[src/rtl/data_memory_io.sv]
// Memory-mapped I/O register block sitting beside the data memory.
// Provides LEDR, HEX display data/blanking, synchronized switches, debounced
// keys with rising-edge capture, and a 1-cycle registered read port.
module data_memory_io #(
  parameter int unsigned DEBOUNCE_CYCLES = 250000,
  parameter int unsigned CNT_W           = 18
) (
  input  logic        clock,
  input  logic        reset,
  input  logic        sel,
  input  logic [9:0]  address,
  input  logic [3:0]  byteena,
  input  logic [31:0] data,
  input  logic        wren,
  output logic [31:0] q,
  input  logic [13:0] io_input_bus,
  output logic [51:0] io_output_bus
);

  localparam logic [CNT_W-1:0] CntMax = CNT_W'(DEBOUNCE_CYCLES - 1);

  // Active-low gfedcba segment pattern for one hex digit.
  function automatic logic [6:0] seg7(input logic [3:0] nib);
    logic [6:0] s;
    unique case (nib)
      4'h0: s = 7'h40;
      4'h1: s = 7'h79;
      4'h2: s = 7'h24;
      4'h3: s = 7'h30;
      4'h4: s = 7'h19;
      4'h5: s = 7'h12;
      4'h6: s = 7'h02;
      4'h7: s = 7'h78;
      4'h8: s = 7'h00;
      4'h9: s = 7'h10;
      4'hA: s = 7'h08;
      4'hB: s = 7'h03;
      4'hC: s = 7'h46;
      4'hD: s = 7'h21;
      4'hE: s = 7'h06;
      default: s = 7'h0E;
    endcase
    return s;
  endfunction

  logic [9:0]       ledr_q, ledr_d;
  logic [23:0]      hex_data_q, hex_data_d;
  logic [5:0]       hex_blank_q, hex_blank_d;
  logic [9:0]       sw_meta_q, sw_sync_q;
  logic [3:0]       key_meta_q, key_sync_q;
  logic [3:0]       level_q, level_d;
  logic [3:0]       armed_q, armed_d;
  logic [3:0]       key_edge_q, key_edge_d;
  logic [CNT_W-1:0] cnt_q [4];
  logic [CNT_W-1:0] cnt_d [4];
  logic [31:0]      rdata;

  logic        wr;
  logic [2:0]  reg_sel;
  logic [23:0] wmask;
  logic [3:0]  sample;
  logic [3:0]  edge_clr;
  logic        unused_bits;

  assign wr          = wren & sel;
  assign reg_sel     = address[2:0];
  assign wmask       = {{8{byteena[2]}}, {8{byteena[1]}}, {8{byteena[0]}}};
  assign sample      = ~key_sync_q;  // 1 = pressed
  assign edge_clr    = (wr && reg_sel == 3'd5 && byteena[0]) ? data[3:0] : 4'h0;
  assign unused_bits = ^{address[9:3], byteena[3], data[31:24]};

  // Byte-lane masked updates of the writable control registers.
  always_comb begin
    ledr_d      = ledr_q;
    hex_data_d  = hex_data_q;
    hex_blank_d = hex_blank_q;
    if (wr) begin
      unique case (reg_sel)
        3'd0: ledr_d = (ledr_q & ~wmask[9:0]) | (data[9:0] & wmask[9:0]);
        3'd1: hex_data_d = (hex_data_q & ~wmask) | (data[23:0] & wmask);
        3'd2: hex_blank_d = (hex_blank_q & ~wmask[5:0]) | (data[5:0] & wmask[5:0]);
        default: ;
      endcase
    end
  end

  // Per-key debounce. After reset a key is disarmed and must first be seen
  // released for a full debounce period, so a key held through reset never
  // produces a press until it is released and pressed again.
  always_comb begin
    level_d = level_q;
    armed_d = armed_q;
    for (int i = 0; i < 4; i++) begin
      cnt_d[i] = '0;
      if (!armed_q[i]) begin
        if (!sample[i]) begin
          if (cnt_q[i] == CntMax) armed_d[i] = 1'b1;
          else                    cnt_d[i]   = cnt_q[i] + 1'b1;
        end
      end else if (sample[i] != level_q[i]) begin
        if (cnt_q[i] == CntMax) level_d[i] = ~level_q[i];
        else                    cnt_d[i]   = cnt_q[i] + 1'b1;
      end
    end
  end

  // Edge capture: a new press sets the bit and wins over a same-cycle W1C.
  always_comb begin
    key_edge_d = (key_edge_q & ~edge_clr) | (level_d & ~level_q);
  end

  // Read mux, sampled into q on every edge regardless of sel/wren.
  always_comb begin
    rdata = 32'h0;
    unique case (reg_sel)
      3'd0: rdata = {22'h0, ledr_q};
      3'd1: rdata = {8'h0, hex_data_q};
      3'd2: rdata = {26'h0, hex_blank_q};
      3'd3: rdata = {22'h0, sw_sync_q};
      3'd4: rdata = {28'h0, level_q};
      3'd5: rdata = {28'h0, key_edge_q};
      default: rdata = 32'h0;
    endcase
  end

  // Board outputs are combinational from the registers.
  always_comb begin
    io_output_bus[9:0] = ledr_q;
    for (int n = 0; n < 6; n++) begin
      io_output_bus[10 + 7*n +: 7] = hex_blank_q[n] ? 7'h7F : seg7(hex_data_q[4*n +: 4]);
    end
  end

  // State registers, synchronizers and read data.
  always_ff @(posedge clock or posedge reset) begin
    if (reset) begin
      ledr_q      <= '0;
      hex_data_q  <= '0;
      hex_blank_q <= 6'h3F;
      sw_meta_q   <= '0;
      sw_sync_q   <= '0;
      key_meta_q  <= '1;
      key_sync_q  <= '1;
      level_q     <= '0;
      armed_q     <= '0;
      key_edge_q  <= '0;
      q           <= '0;
      for (int i = 0; i < 4; i++) cnt_q[i] <= '0;
    end else begin
      ledr_q      <= ledr_d;
      hex_data_q  <= hex_data_d;
      hex_blank_q <= hex_blank_d;
      sw_meta_q   <= io_input_bus[9:0];
      sw_sync_q   <= sw_meta_q;
      key_meta_q  <= io_input_bus[13:10];
      key_sync_q  <= key_meta_q;
      level_q     <= level_d;
      armed_q     <= armed_d;
      key_edge_q  <= key_edge_d;
      q           <= rdata;
      for (int i = 0; i < 4; i++) cnt_q[i] <= cnt_d[i];
    end
  end

endmodule
[config.mk]
export PLATFORM = sky130hd
export DESIGN_NAME = data_memory_io
export DESIGN_NICKNAME = d
export VERILOG_FILES = /design/src/rtl/data_memory_io.sv
export SDC_FILE = /design/constraint.sdc
export NUM_CORES = 1
export LEC_CHECK = 0
export BUFFER_PORTS_ARGS = -buffer_cell sky130_fd_sc_hd__buf_2
export CORE_MARGIN = 2
export CORE_UTILIZATION = 63
export CTS_BUF_LIST = sky130_fd_sc_hd__clkbuf_8
export CTS_CLUSTER_SIZE = 28
export DETAILED_ROUTE_END_ITERATION = 7
export GPL_TIMING_DRIVEN = 0
export MAX_ROUTING_LAYER = met4
export PLACE_DENSITY = 0.95
export SLEW_MARGIN = 20
export SYNTH_ARGS = -nofsm -noshare
export SYNTH_HDL_FRONTEND = slang
export SYNTH_SLANG_ARGS = --single-unit
[constraint.sdc]
create_clock -name clock -period 14.1 [get_ports clock]
set_clock_uncertainty 0.05 [all_clocks]
set_input_delay 0.705 -clock clock [delete_from_list [all_inputs] [get_ports clock]]
set_output_delay 0.705 -clock clock [all_outputs]
set_load 0.05 [all_outputs]
## Word-level counts from Yosys, hierarchy flattened

Memory sizes are Yosys's and may differ from the RTL's.
Cells that the tools add are included.

- Muxes and demuxes: 48
- Reduce and logical (&&, ||, !) cells: 6
- Bitwise operators: 23
- Add/subtract/negate cells: 4
- Equal/unequal tests: 13

Operators by type and width:

| cell | number |
|---|---|
| 18-bit 2-to-1 mux | 16 |
| 24-bit case mux with 6 select lines | 1 |
| 18-bit by 1-bit adder with 18-bit output (second input constant) | 4 |
| 18-bit == test (second input constant) | 4 |
| 24-bit bitwise AND | 2 |
| 7-bit 2-to-1 mux | 6 |
| 1-bit 2-to-1 mux | 24 |
| 24-bit NOT | 1 |
| 24-bit bitwise OR | 1 |
| 10-bit bitwise AND | 2 |
| 6-bit bitwise AND | 2 |
| 4-bit NOT | 3 |
| 10-bit NOT | 1 |
| 10-bit bitwise OR | 1 |
| 4-bit bitwise AND | 2 |
| 3-bit by 2-bit == test with 1-bit output (second input constant) | 2 |
| 3-bit == test (second input constant) | 2 |
| 6-bit NOT | 1 |
| 6-bit bitwise OR | 1 |
| 2-bit AND reduction | 3 |
| 4-bit 2-to-1 mux | 1 |
| 1-bit != test | 4 |
| 1-bit NOT | 4 |
| 4-bit bitwise OR | 1 |
| 4 further kinds | 5 |

- Flip-flop bits (word level): 184
- Word-level logic and storage cells: 115
- Bits in read-only memories: 672
- Memories kept: 6
- Input bits: 64

Memories:

| memory | words | width | rd ports | clocked after Yosys merged registers in | write ports | RTL line | text |
|---|---|---|---|---|---|---|---|
| (no name shown) | 16 | 7 | 1 | 0 | 0 | 25 | `unique case (nib)` |
| (no name shown) | 16 | 7 | 1 | 0 | 0 | 25 |  |
| (no name shown) | 16 | 7 | 1 | 0 | 0 | 25 |  |
| (no name shown) | 16 | 7 | 1 | 0 | 0 | 25 |  |
| (no name shown) | 16 | 7 | 1 | 0 | 0 | 25 |  |
| (no name shown) | 16 | 7 | 1 | 0 | 0 | 25 |  |

## Longest topological paths before layout

Gate-level depths: netlist (run 1).

- Depth in word-level cells: 7
- Depth in mapped cells: 7
- Gate-level depth less buffers: 6

## Worst setup path before layout (run 1)

OpenSTA, ideal clock, no wires.

- Path type: register to output
- From: register with a tool-made name
- To: output port io_output_bus[10]
- Data arrival time: 2,675 ps
- Required time: 13,345 ps
- Stages on the path, launching flop included: 5
- Slack: 10,670 ps
- Path through: dfrtp_1 > inv_1 > ha_1 > nor2b_1 > o311ai_0

RTL lines:

| what | RTL line | text |
|---|---|---|
| to (decl) | 17 | `output logic [51:0] io_output_bus` |

==> results_tabular.tex, run 1 <==
\begin{tabular}{lr}
\hline
Metric & Value \\
\hline
\multicolumn{2}{l}{\textbf{Flow run}} \\
\quad Number of max-capacitance violations reported & 0 \\
\multicolumn{2}{l}{\textbf{Worst setup path}} \\
\quad Worst reg-to-reg setup slack & 11,860 ps \\
\quad Number of buffers and inverters on the critical path & 2 \\
\quad Element type at the critical path start & register \\
\quad Cell Chain, Critical Path & inv\_1, ha\_1, nor2b\_1, o311ai\_0, buf\_2 \\
\quad Critical Path End Type & output pin \\
\quad Path depth of the worst reg2reg path & 7 \\
\quad WP depth & 5 \\
\quad Family of cells with the greatest summed delay on the critical path & compound AO/OA/AOI/OAI gates \\
\quad Crit path required time & 13,350 ps \\
\quad Stage delay of the slowest cell on the critical path & 590 ps \\
\quad Arrival @ worst endpoint & 2440 ps \\
\quad Crit Path Class & register to output pin \\
\quad Largest fanout on the critical path & 7 \\
\quad Slowest stage cell, crit path & o311ai\_0 \\
\multicolumn{2}{l}{\textbf{Timing}} \\
\quad Post-route minimum period & 3192 ps \\
\quad Summed negative setup slack over all endpoints & 0 ps \\
\quad Max Transition Viols Final & 0 \\
\quad Crit share post-route & 22.64\% \\
\quad Worst path setup slack after routing & 10,910 ps \\
\quad Max Freq & 313.2 MHz \\
\quad Slew at the pin closest to its max-slew limit & 1054 ps \\
\quad Count of endpoints failing hold in the final timing report & 0 \\
\quad Endpoints failing setup & 0 \\
\quad Worst slew margin relative to its limit & 29.13\% \\
\quad Setup repair after global routing missed its margin & false \\
\multicolumn{2}{l}{\textbf{Yosys}} \\
\quad Async SR Flop Fraction & 100.0\% \\
\quad Number of enable-type register cells in the synthesized netlist & 0 \\
\quad Proportion of synthesized chip area in sequential cells & 48.43\% \\
\quad Area share of the largest cell type after synthesis & 44.40\% \\
\quad Commonest cells post-synth & 162 x dfrtp\_1, 118 x nor2\_1, 50 x xnor2\_1 \\
\quad Area of the mapped netlist & 0.009130 mm² \\
\quad Synth Instances & 872 \\
\quad Count of yosys warnings during synthesis & 0 \\
\quad Top flip-flop cell by instance count after synthesis & dfrtp\_1 \\
\quad Post-synth top area cell & dfrtp\_1 \\
\quad Post-synthesis sequential element count & 176 \\
\quad Top area cells in the synthesized netlist & dfrtp\_1 44\%, mux2\_2 5.8\%, ha\_1 5.5\%, nor2\_1 4.9\%, xnor2\_1 4.8\% \\
\quad Synth Area per Inst & 10.47 µm² \\
\quad Most instantiated library cell after synthesis & dfrtp\_1 \\
\quad Synth cell types & 58 \\
\multicolumn{2}{l}{\textbf{Clock network}} \\
\quad Number of clock sinks & 176 \\
\quad Count of instances resized after the clock tree is built & 0 \\
\quad Post-CTS Setup Repair Bufs & 0 \\
\quad Num CTS Buffers & 17 \\
\quad Post-cts hold buffer count & 0 \\
\quad CTS tree & built \\
\quad CTS clock-pin slew for the worst setup and hold paths & 90 ps \\
\quad Root Buffer & clkbuf\_8 \\
\quad Source-to-sink clock delay at the later pin of the worst-skew pair & 470 ps \\
\quad Maximum buffer depth of the clock tree & 2 \\
\quad CTS H-tree lvls & 4 \\
\multicolumn{2}{l}{\textbf{Final layout}} \\
\quad Non-filler cells, final & 1,215 \\
\quad Fill cell instance count of the final layout & 873 \\
\quad Final core utilization & 74.30\% \\
\quad Design Area, Final & 0.01043 mm² \\
\quad Area growth syn-to-layout & 14.28\% \\
\quad Layout cell share with drive strength beyond 1 & 24.95\% \\
\quad Area used by multi-input combinational logic & 0.004374 mm² \\
\quad Total area of sequential cells & 0.004422 mm² \\
\quad Nets & 1,125 \\
\multicolumn{2}{l}{\textbf{Global routing}} \\
\quad First-pass GRT wire length & 33,950 µm \\
\quad Global-route usage over all layers & 27.97\% \\
\quad GR Util met2 & 43.49\% \\
\quad Via count of the first global-routing pass & 6,900 \\
\quad GRT overflow & 0 \\
\quad Busiest grt layer & met2 \\
\quad Antenna violations before repair & 1 \\
\quad Met1 routing resource usage after global routing & 36.56\% \\
\quad Met3 Resource Use GR & 5.498\% \\
\quad Maximum number of pins on one net before global-route repair & 111 \\
\multicolumn{2}{l}{\textbf{Die}} \\
\quad Starting density of the core & 65.02\% \\
\quad Number of placed I/O pins & 148 \\
\quad Area of the core & 0.01404 mm² \\
\quad Height of the die & 124.4 µm \\
\quad Die footprint & 0.01547 mm² \\
\quad Die span in x & 124.4 µm \\
\quad Site row count & 43 \\
\multicolumn{2}{l}{\textbf{Pwr}} \\
\quad Internal power summed over all cells & 0.0008518 W \\
\quad Worst voltage drop across the vdd grid & 0.08190 mV \\
\quad Share of total power consumed by net switching & 40.27\% \\
\quad Power dissipated by switching net loads & 0.0005742 W \\
\quad Flop pwr share & 40.6\% \\
\quad Clock power share & 24.7\% \\
\quad Lkg Pwr & 4.796 nW \\
\quad Power per standard cell area & 136.7 mW/mm² \\
\quad Combinational share of power & 34.7\% \\
\multicolumn{2}{l}{\textbf{Placed design}} \\
\quad Placed cell areas & 0.01003 mm² \\
\quad Post-DP HPWL & 15,010 µm \\
\quad Port Buffers & 122 \\
\quad Worst slack, placed & 11,450 ps \\
\quad Weighted congestion reported at the end of routability-driven placement & 0.9409 \\
\quad Inst Count DP & 1,182 \\
\multicolumn{2}{l}{\textbf{Routing}} \\
\quad Via count of the routed design & 7,265 \\
\quad Iteration count of the initial detailed-routing pass & 7 \\
\quad Via density & 5.979 \\
\quad Remaining antenna violation count & 0 \\
\quad Final routed wirelength across all metal layers & 20,710 µm \\
\quad DR iter-0 viols & 701 \\
\quad DR WL/cell & 17.05 µm \\
\quad Drc violations & 0 \\
\multicolumn{2}{l}{\textbf{Run status}} \\
\quad Run status & finished, final reports clean \\
\multicolumn{2}{l}{\textbf{Worst hold path}} \\
\quad Type of the most critical hold path & primary input to async pin \\
\hline
\end{tabular}
-- path summary, 6_finish.rpt --
| check | startpoint | endpoint |
|---|---|---|
| worst max-delay path | register | io_output_bus[10] |
| worst min-delay path | reset | cnt_q[64] |
| worst max register to register | cnt_q[0] | cnt_q[11] |
| worst min register to register | sw_meta_q[9] | sw_sync_q[9] |
| max in group asynchronous | reset | key_sync_q[3] |
| min in group clock | io_input_bus[12] | key_meta_q[2] |
-- layout make-up --
class	count	share of cell area (%)
flip-flops and latches	176	42.38
multi-input cells	618	41.92
repair buffers	123	6.116
clock buffers	18	2.374
well taps	180	2.159
plain buffers	40	1.835
inverters	45	1.691
clock inverters	14	1.499
diodes	1	0.02398
-- power groups by stage --
stage / Clock (W) / Sequential (W) / Combinational, W
after detailed placement: 0 / 0.000587 / 0.000491
after floorplan: 0 / 0.000612 / 0.000352
final: 0.000353 / 0.000579 / 0.000495
after global placement: 0 / 0.000584 / 0.000476
after global routing: 0.000381 / 0.000583 / 0.000524
after CTS: 0.000358 / 0.000578 / 0.000493
-- cells in the final DEF, fill, tap and decap left out, types with 18 or more instances in the layout --
| cell type | instances |
|---|---|
| xnor2_1 | 50 |
| mux2_2 | 47 |
| o21ai_0 | 20 |
| mux2i_1 | 25 |
| inv_1 | 44 |
| dfrtp_1 | 162 |
| nor4_1 | 22 |
| nor3_1 | 30 |
| nand2_1 | 49 |
| nand3_1 | 27 |
| ha_1 | 40 |
| clkbuf_1 | 19 |
| nor2_1 | 118 |
| buf_2 | 131 |
| clkbuf_8 | 18 |
-- cell families after synthesis --
group | Yosys count | synth area share, %
AOI/OAI and AO/OA | 108 | 8.456
xor gates and xnor gates | 58 | 5.564
adders and majority gates | 40 | 5.482
buffers and inverters | 85 | 3.947
DFF | 176 | 48.43
muxes | 77 | 9.771
other | 1 | 0.04107
and+or+nand+nor | 327 | 18.31
-- stage by stage --
| step | hold slack, ps | total power, W |
|---|---|---|
| 3_3_place_gp | 283.0 | 0.001061 |
| 2_1_floorplan | 281.2 | 0.0009646 |
| 5_1_grt | 240.8 | 0.001488 |
| 4_1_cts | 217.2 | 0.001428 |
| 3_5_place_dp | 285.5 | 0.001078 |
| 6_report | 210.6 | 0.001426 |
-- metal layers --
layer | vias up | share of wire, % | wire (µm)
li1 | 3340 | - | -
met1 | 3551 | 42 | 8665
met2 | 326 | 49 | 10120
met3 | 48 | 6.6 | 1371
met4 | 0 | 2.7 | 556
met5 | - | 0 | 0
Power figures use the tool's default switching activity.
==> run 2, diff against run 1 <==
Settings changed: CORE_UTILIZATION 63 to 53, PLACE_DENSITY 0.95 to 0.86.
Clock period 14.1 ns to 2.55 ns, I/O delays scaled along.
==> results_tabular.tex, run 2 (synthesis gave the netlist of run 1 again) <==
\begin{tabular}{lr}
\hline
Metric & Value \\
\hline
\multicolumn{2}{l}{\textbf{Timing}} \\
\quad Post-route minimum period & 2454 ps \\
\quad Worst slew margin relative to its limit & 35.87\% (+6.7 points) \\
\quad Slew at the pin closest to its max-slew limit & 954.0 ps (-100.3 ps) \\
\quad Max Freq & 407.4 MHz \\
\quad Count of endpoints failing hold in the final timing report & 0 (unchanged) \\
\quad Crit share post-route & 96.25\% \\
\quad Summed negative setup slack over all endpoints & 0 ps (unchanged) \\
\quad Worst path setup slack after routing & 95.51 ps (-10,810 ps) \\
\quad Setup repair after global routing missed its margin & false \\
\quad Max Transition Viols Final & 0 (unchanged) \\
\quad Endpoints failing setup & 0 (unchanged) \\
\multicolumn{2}{l}{\textbf{Pwr}} \\
\quad Lkg Pwr & 5.058 nW (+5.5\%) \\
\quad Power per standard cell area & 721.5 mW/mm² (+430\%) \\
\quad Worst voltage drop across the vdd grid & 0.5805 mV (+610\%) \\
\multicolumn{2}{l}{\textbf{Die}} \\
\quad Starting density of the core & 54.67\% (-10 points) \\
\quad Die span in x & 135.3 µm (+8.7\%) \\
\quad Number of placed I/O pins & 148 (unchanged) \\
\quad Site row count & 47 (+9.3\%) \\
\quad Area of the core & 0.01670 mm² (+19\%) \\
\quad Height of the die & 135.3 µm (+8.7\%) \\
\quad Die footprint & 0.01829 mm² (+18\%) \\
\multicolumn{2}{l}{\textbf{Placed design}} \\
\quad Weighted congestion reported at the end of routability-driven placement & 0.9327 (-0.87\%) \\
\quad Port Buffers & 122 (unchanged) \\
\quad Post-DP HPWL & 14,910 µm (-0.62\%) \\
\quad Worst slack, placed & 371.4 ps (-11,080 ps) \\
\multicolumn{2}{l}{\textbf{Routing}} \\
\quad Final routed wirelength across all metal layers & 21,100 µm (+1.9\%) \\
\quad Remaining antenna violation count & 0 (unchanged) \\
\quad Via count of the routed design & 7,259 (-0.083\%) \\
\quad Iteration count of the initial detailed-routing pass & 5 (-2) \\
\quad Via density & 5.554 (-7.1\%) \\
\quad DR iter-0 viols & 562 (-20\%) \\
\quad Drc violations & 0 (unchanged) \\
\quad DR WL/cell & 16.15 µm (-5.3\%) \\
\multicolumn{2}{l}{\textbf{Final layout}} \\
\quad Most frequent cells in the layout & 157 x dfrtp\_1, 130 x buf\_2, 118 x nor2\_1, 50 x inv\_1, 50 x xnor2\_1 \\
\quad Total area of sequential cells & 0.004428 mm² (+0.14\%) \\
\quad Diodes inserted & 0 (-1) \\
\quad Fill cell instance count of the final layout & 1,224 (+40\%) \\
\quad Area growth syn-to-layout & 20.69\% \\
\quad Layout cell share with drive strength beyond 1 & 24.75\% (-0.20 points) \\
\quad Nets & 1,178 (+4.7\%) \\
\quad Leading cell type in the layout, fill and taps excluded & dfrtp\_1 \\
\quad Final core utilization & 65.98\% (-8.3 points) \\
\quad Area used by multi-input combinational logic & 0.004374 mm² (unchanged) \\
\multicolumn{2}{l}{\textbf{Worst setup path}} \\
\quad Capture instance of the worst register-to-register path & cnt\_q[7] \\
\quad Crit path required time & 2370 ps (-10,980 ps) \\
\quad Critical Path End Type & output pin \\
\quad Largest fanout on the critical path & 5 (-2) \\
\quad Arrival @ worst endpoint & 2280 ps (-160 ps) \\
\quad Path depth of the worst reg2reg path & 7 (unchanged) \\
\quad Worst reg-to-reg setup slack & 340 ps (-11,520 ps) \\
\quad Crit Path Class & register to output pin \\
\quad Startpoint of the lowest-slack register-to-register path & cnt\_q[0] \\
\quad Element type at the critical path start & register \\
\multicolumn{2}{l}{\textbf{Worst hold path}} \\
\quad Worst Hold Launch & address[2] \\
\quad Number of cells on the worst hold path & 4 \\
\quad Type of the most critical hold path & primary input to register \\
\multicolumn{2}{l}{\textbf{Clock network}} \\
\quad CTS H-tree lvls & 4 (unchanged) \\
\quad Source-to-sink clock delay at the later pin of the worst-skew pair & 460 ps (about the same) \\
\quad Maximum buffer depth of the clock tree & 2 (unchanged) \\
\quad CTS clock-pin slew for the worst setup and hold paths & 80 ps (about the same) \\
\quad Num CTS Buffers & 17 (unchanged) \\
\quad Root Buffer & clkbuf\_8 \\
\quad Number of clock sinks & 176 (unchanged) \\
\quad CTS tree & built \\
\multicolumn{2}{l}{\textbf{Flow run}} \\
\quad Number of max-capacitance violations reported & 0 (unchanged) \\
\multicolumn{2}{l}{\textbf{Global routing}} \\
\quad GRT overflow & 0 (unchanged) \\
\quad Maximum number of pins on one net before global-route repair & 34 (-69\%) \\
\quad Via count of the first global-routing pass & 6,926 (+0.38\%) \\
\quad Global-route usage over all layers & 24.40\% (-3.6 points) \\
\quad Antenna violations before repair & 0 (-1) \\
\quad First-pass GRT wire length & 34,360 µm (+1.2\%) \\
\multicolumn{2}{l}{\textbf{Run status}} \\
\quad Run status & finished, final reports clean \\
\hline
\end{tabular}
==> run 2: changes by cell type in the layout (fill, tap and decap cells not counted), moves of 4 or more <==
cell | previous run | this run
buf_4 | 8 | 15
buf_12 | 0 | 5
inv_1 | 44 | 50
dlygate4sd3_1 | 0 | 42
o311ai_1 | 0 | 4
o311ai_0 | 4 | 0
dfrtp_1 | 162 | 157
dfrtp_2 | 0 | 5
==> run 2: how the worst max path moves through the flow <==
stage / slack, ps / start / depth (start not counted) / endpoint
after global routing: 7 / register / 6 / io_output_bus[41]
after detailed placement: 370 / cnt_q[0] / 7 / cnt_q[9]
final: 100 / register / 6 / io_output_bus[27]
after global placement: -850 / reset / 2 / async pin
after CTS: 4 / register / 6 / io_output_bus[27]
after floorplan: 130 / reset / 1 / async pin
==> run 2: worst max-delay path, cell delays in order (launching register included) <==
cell	delay, ps
dfrtp_2	410
inv_1	110
ha_1	310
inv_1	60
mux4_2	440
or2_2	290
buf_2	220
==> run 2: layout make-up <==
| class | instances | area share (%) |
|---|---|---|
| sequential | 176 | 40.18 |
| buffer | 40 | 1.749 |
| clock buffer | 21 | 2.623 |
| tap | 220 | 2.498 |
| multi-input combinational | 618 | 39.70 |
| clock inverter | 11 | 0.9197 |
| inverter | 45 | 1.567 |
| timing repair buffer | 176 | 10.76 |
==> run 2: where the power goes <==
group,leakage (nW),internal [W],switching (W)
sequential,2.29,0.00300,0.000192
combinational,2.55,0.000887,0.00196
clock,0.223,0.000953,0.000955
==> run 2: per-stage QoR <==
step           total power [W]  instances  instance area (µm²)  hold WS [ps]
4_1_cts               0.007915       1301                10970         29.39
2_1_floorplan         0.005341        879                 9160         81.98
6_report              0.007950       1307                11020         51.15
3_5_place_dp          0.005959       1226                10150         149.9
3_3_place_gp          0.005882       1221                10050         183.6
5_1_grt               0.008320       1307                11020         62.32
==> run 2: what timing repair did <==
| item | CTS | global route |
|---|---|---|
| hold buffers | 42 | 0 |
| hold endpoints to repair | 81 | 0 |
| setup buffers | 1 | 6 |
| gates resized for setup | 2 | 7 |
| endpoints found under the setup margin | 2 | 7 |
| pin swaps | 0 | 0 |
==> run 2: routing by layer <==
layer / vias to the layer above / global-route usage [%] / part of all wire [%]
met3: 42 / 5.238 / 6.5
li1: 3439 / - / -
met5: - / - / 0
met2: 268 / 38.01 / 47
met4: 0 / 8.160 / 2.5
met1: 3510 / 32.05 / 44
==> run 3, diff against run 2 <==
Settings changed: PLACE_DENSITY 0.86 to 0.84.
==> results_tabular.tex, run 3 (synthesis gave the netlist of run 1 again) <==
\begin{tabular}{lr}
\hline
Metric & Value \\
\hline
\multicolumn{2}{l}{\textbf{Timing}} \\
\quad Worst path setup slack after routing & 78.20 ps (-17.31 ps) \\
\quad Endpoints failing setup & 0 (unchanged) \\
\quad Worst slew margin relative to its limit & 51.41\% (+16 points) \\
\quad Max Transition Viols Final & 0 (unchanged) \\
\quad Max Freq & 404.6 MHz (-0.70\%) \\
\quad Slew at the pin closest to its max-slew limit & 728.8 ps (-225.2 ps) \\
\quad Count of endpoints failing hold in the final timing report & 0 (unchanged) \\
\quad Post-route minimum period & 2472 ps (+17.31 ps) \\
\quad Summed negative setup slack over all endpoints & 0 ps (unchanged) \\
\quad Crit share post-route & 96.93\% (+0.68 points) \\
\multicolumn{2}{l}{\textbf{Final layout}} \\
\quad Layout cell share with drive strength beyond 1 & 25.12\% (+0.37 points) \\
\quad Most frequent cells in the layout & 157 x dfrtp\_1, 131 x buf\_2, 118 x nor2\_1, 50 x xnor2\_1, 49 x nand2\_1 \\
\quad Diodes inserted & 0 (unchanged) \\
\quad Area growth syn-to-layout & 20.63\% (about the same) \\
\quad Final core utilization & 65.94\% (about the same) \\
\quad Nets & 1,174 (-0.34\%) \\
\quad Leading cell type in the layout, fill and taps excluded & dfrtp\_1 \\
\quad Fill cell instance count of the final layout & 1,263 (+3.2\%) \\
\quad Design Area, Final & 0.01101 mm² (about the same) \\
\multicolumn{2}{l}{\textbf{Global routing}} \\
\quad First-pass GRT wire length & 35,870 µm (+4.4\%) \\
\quad Maximum number of pins on one net before global-route repair & 36 (+5.9\%) \\
\quad Met1 routing resource usage after global routing & 32.10\% (+0.049 points) \\
\quad Busiest grt layer & met2 \\
\quad GRT overflow & 0 (unchanged) \\
\quad GR Util met2 & 41.00\% (+3.0 points) \\
\quad Met3 Resource Use GR & 5.125\% (-0.11 points) \\
\quad Via count of the first global-routing pass & 7,251 (+4.7\%) \\
\quad Global-route usage over all layers & 25.33\% (+0.93 points) \\
\quad Antenna violations before repair & 0 (unchanged) \\
\multicolumn{2}{l}{\textbf{Placed design}} \\
\quad Post-DP HPWL & 15,220 µm (+2.0\%) \\
\quad Port Buffers & 122 (unchanged) \\
\quad Placed cell areas & 0.01015 mm² (unchanged) \\
\quad Worst slack, placed & 395.9 ps (+24.48 ps) \\
\quad Weighted congestion reported at the end of routability-driven placement & 0.9315 (-0.13\%) \\
\multicolumn{2}{l}{\textbf{Clock network}} \\
\quad CTS H-tree lvls & 4 (unchanged) \\
\quad Maximum buffer depth of the clock tree & 2 (unchanged) \\
\quad Number of clock sinks & 176 (unchanged) \\
\quad Num CTS Buffers & 17 (unchanged) \\
\quad CTS tree & built \\
\quad Root Buffer & clkbuf\_8 \\
\quad Source-to-sink clock delay at the later pin of the worst-skew pair & 450 ps (about the same) \\
\quad CTS clock-pin slew for the worst setup and hold paths & 90 ps (about the same) \\
\multicolumn{2}{l}{\textbf{Worst hold path}} \\
\quad Number of cells on the worst hold path & 4 (unchanged) \\
\quad Type of the most critical hold path & primary input to register \\
\quad Worst Hold Launch & address[2] \\
\multicolumn{2}{l}{\textbf{Die}} \\
\quad Number of placed I/O pins & 148 (unchanged) \\
\quad Die footprint & 0.01829 mm² (unchanged) \\
\quad Site row count & 47 (unchanged) \\
\quad Starting density of the core & 54.67\% (unchanged) \\
\quad Area of the core & 0.01670 mm² (unchanged) \\
\quad Height of the die & 135.3 µm (unchanged) \\
\quad Die span in x & 135.3 µm (unchanged) \\
\multicolumn{2}{l}{\textbf{Worst setup path}} \\
\quad Most prevalent standard cell on the critical path & inv\_1 \\
\quad Critical Path End Type & output pin \\
\quad Largest fanout on the critical path & 6 (+1) \\
\quad Startpoint of the lowest-slack register-to-register path & cnt\_q[18] \\
\quad Capture instance of the worst register-to-register path & cnt\_q[32] \\
\quad Cell Chain, Critical Path & inv\_1, ha\_1, inv\_1, mux4\_2, or2\_2, buf\_2 \\
\quad Worst reg-to-reg setup slack & 290 ps (-50 ps) \\
\quad Crit Path Class & register to output pin \\
\quad Arrival @ worst endpoint & 2290 ps (about the same) \\
\quad Crit path required time & 2370 ps (about the same) \\
\quad Element type at the critical path start & register \\
\quad Path depth of the worst reg2reg path & 7 (unchanged) \\
\quad Slowest stage cell, crit path & mux4\_2 \\
\quad Stage delay of the slowest cell on the critical path & 440 ps (about the same) \\
\multicolumn{2}{l}{\textbf{Routing}} \\
\quad DR WL/cell & 16.61 µm (+2.9\%) \\
\quad Iteration count of the initial detailed-routing pass & 5 (unchanged) \\
\quad Remaining antenna violation count & 0 (unchanged) \\
\quad Via count of the routed design & 7,327 (+0.94\%) \\
\quad DR iter-0 viols & 480 (-15\%) \\
\quad Drc violations & 0 (unchanged) \\
\quad Via density & 5.623 (+1.2\%) \\
\quad Final routed wirelength across all metal layers & 21,650 µm (+2.6\%) \\
\multicolumn{2}{l}{\textbf{Pwr}} \\
\quad Power per standard cell area & 731.9 mW/mm² (+1.4\%) \\
\quad Total Power & 0.008060 W (+1.4\%) \\
\quad Worst voltage drop across the vdd grid & 0.6054 mV (+4.3\%) \\
\quad Lkg Pwr & 5.034 nW (-0.47\%) \\
\multicolumn{2}{l}{\textbf{Run status}} \\
\quad Run status & finished, final reports clean \\
\multicolumn{2}{l}{\textbf{Flow run}} \\
\quad Number of max-capacitance violations reported & 0 (unchanged) \\
\hline
\end{tabular}
[run 3: cell types whose count changed in the layout (fill, tap and decap cells not counted), moves of 2 or more]
cell / change
clkinv_2: +2
clkinvlp_4: +2
dlygate4sd3_1: -3
inv_1: -5
[run 3: final cells by class]
| cell class | count | area [µm²] | area share, % |
|---|---|---|---|
| sequential | 176 | 4428 | 40.21 |
| timing repair buffer | 172 | 1146 | 10.41 |
| inverter | 45 | 172.7 | 1.568 |
| multi-input combinational | 618 | 4383 | 39.80 |
| clock buffer | 20 | 275.3 | 2.499 |
| tap | 220 | 275.3 | 2.499 |
| clock inverter | 12 | 141.4 | 1.284 |
| buffer | 40 | 191.4 | 1.738 |
[run 3: repair_timing]
item,CTS,global route
gates resized for setup,2,4
buffers inserted,0,6
cloned,0,0
hold buffers,39,0
endpoints found under the hold margin,82,0
setup endpoints to repair,2,3
[run 3: power breakdown]
group	total, W	internal, W	switching, W	leakage, nW
registers	0.00320	0.00300	0.000195	2.29
clock network	0.00202	0.00104	0.000984	0.217
logic	0.00284	0.000875	0.00197	2.53
total	0.00806	0.00491	0.00315	5.03
[run 3: through the flow]
stage | cells | hold WS [ps]
final | 1303 | 17.43
after global routing | 1303 | 10.30
after CTS | 1297 | 14.62
after detailed placement | 1226 | 183.7
after global placement | 1221 | 183.7
after floorplan | 879 | 81.98
[run 3: worst max-delay path by stage]
stage                          from           endpoint  depth (start not counted)
after global placement        reset          async pin                          2
after detailed placement  cnt_q[18]          cnt_q[31]                          7
after CTS                  register  io_output_bus[34]                          6
after floorplan               reset          async pin                          1
after global routing       register  io_output_bus[41]                          6
final                      register  io_output_bus[34]                          6
[run 3: routing by layer]
layer	share of wire [%]	routed length, µm	up-vias
met5	0	0	-
met4	2.4	510	0
met3	6.2	1348	46
met2	49	10600	245
met1	42	9187	3600
li1	-	-	3436
[run 3: critical path: cells and delay by family, from the launching register on]
kind	cells	cell delay [ps]
adder cells (fa/ha/maj)	1	310
buffers and inverters	3	380
flip-flops	1	420
multiplexers	1	440
AND/OR/NAND/NOR	1	290
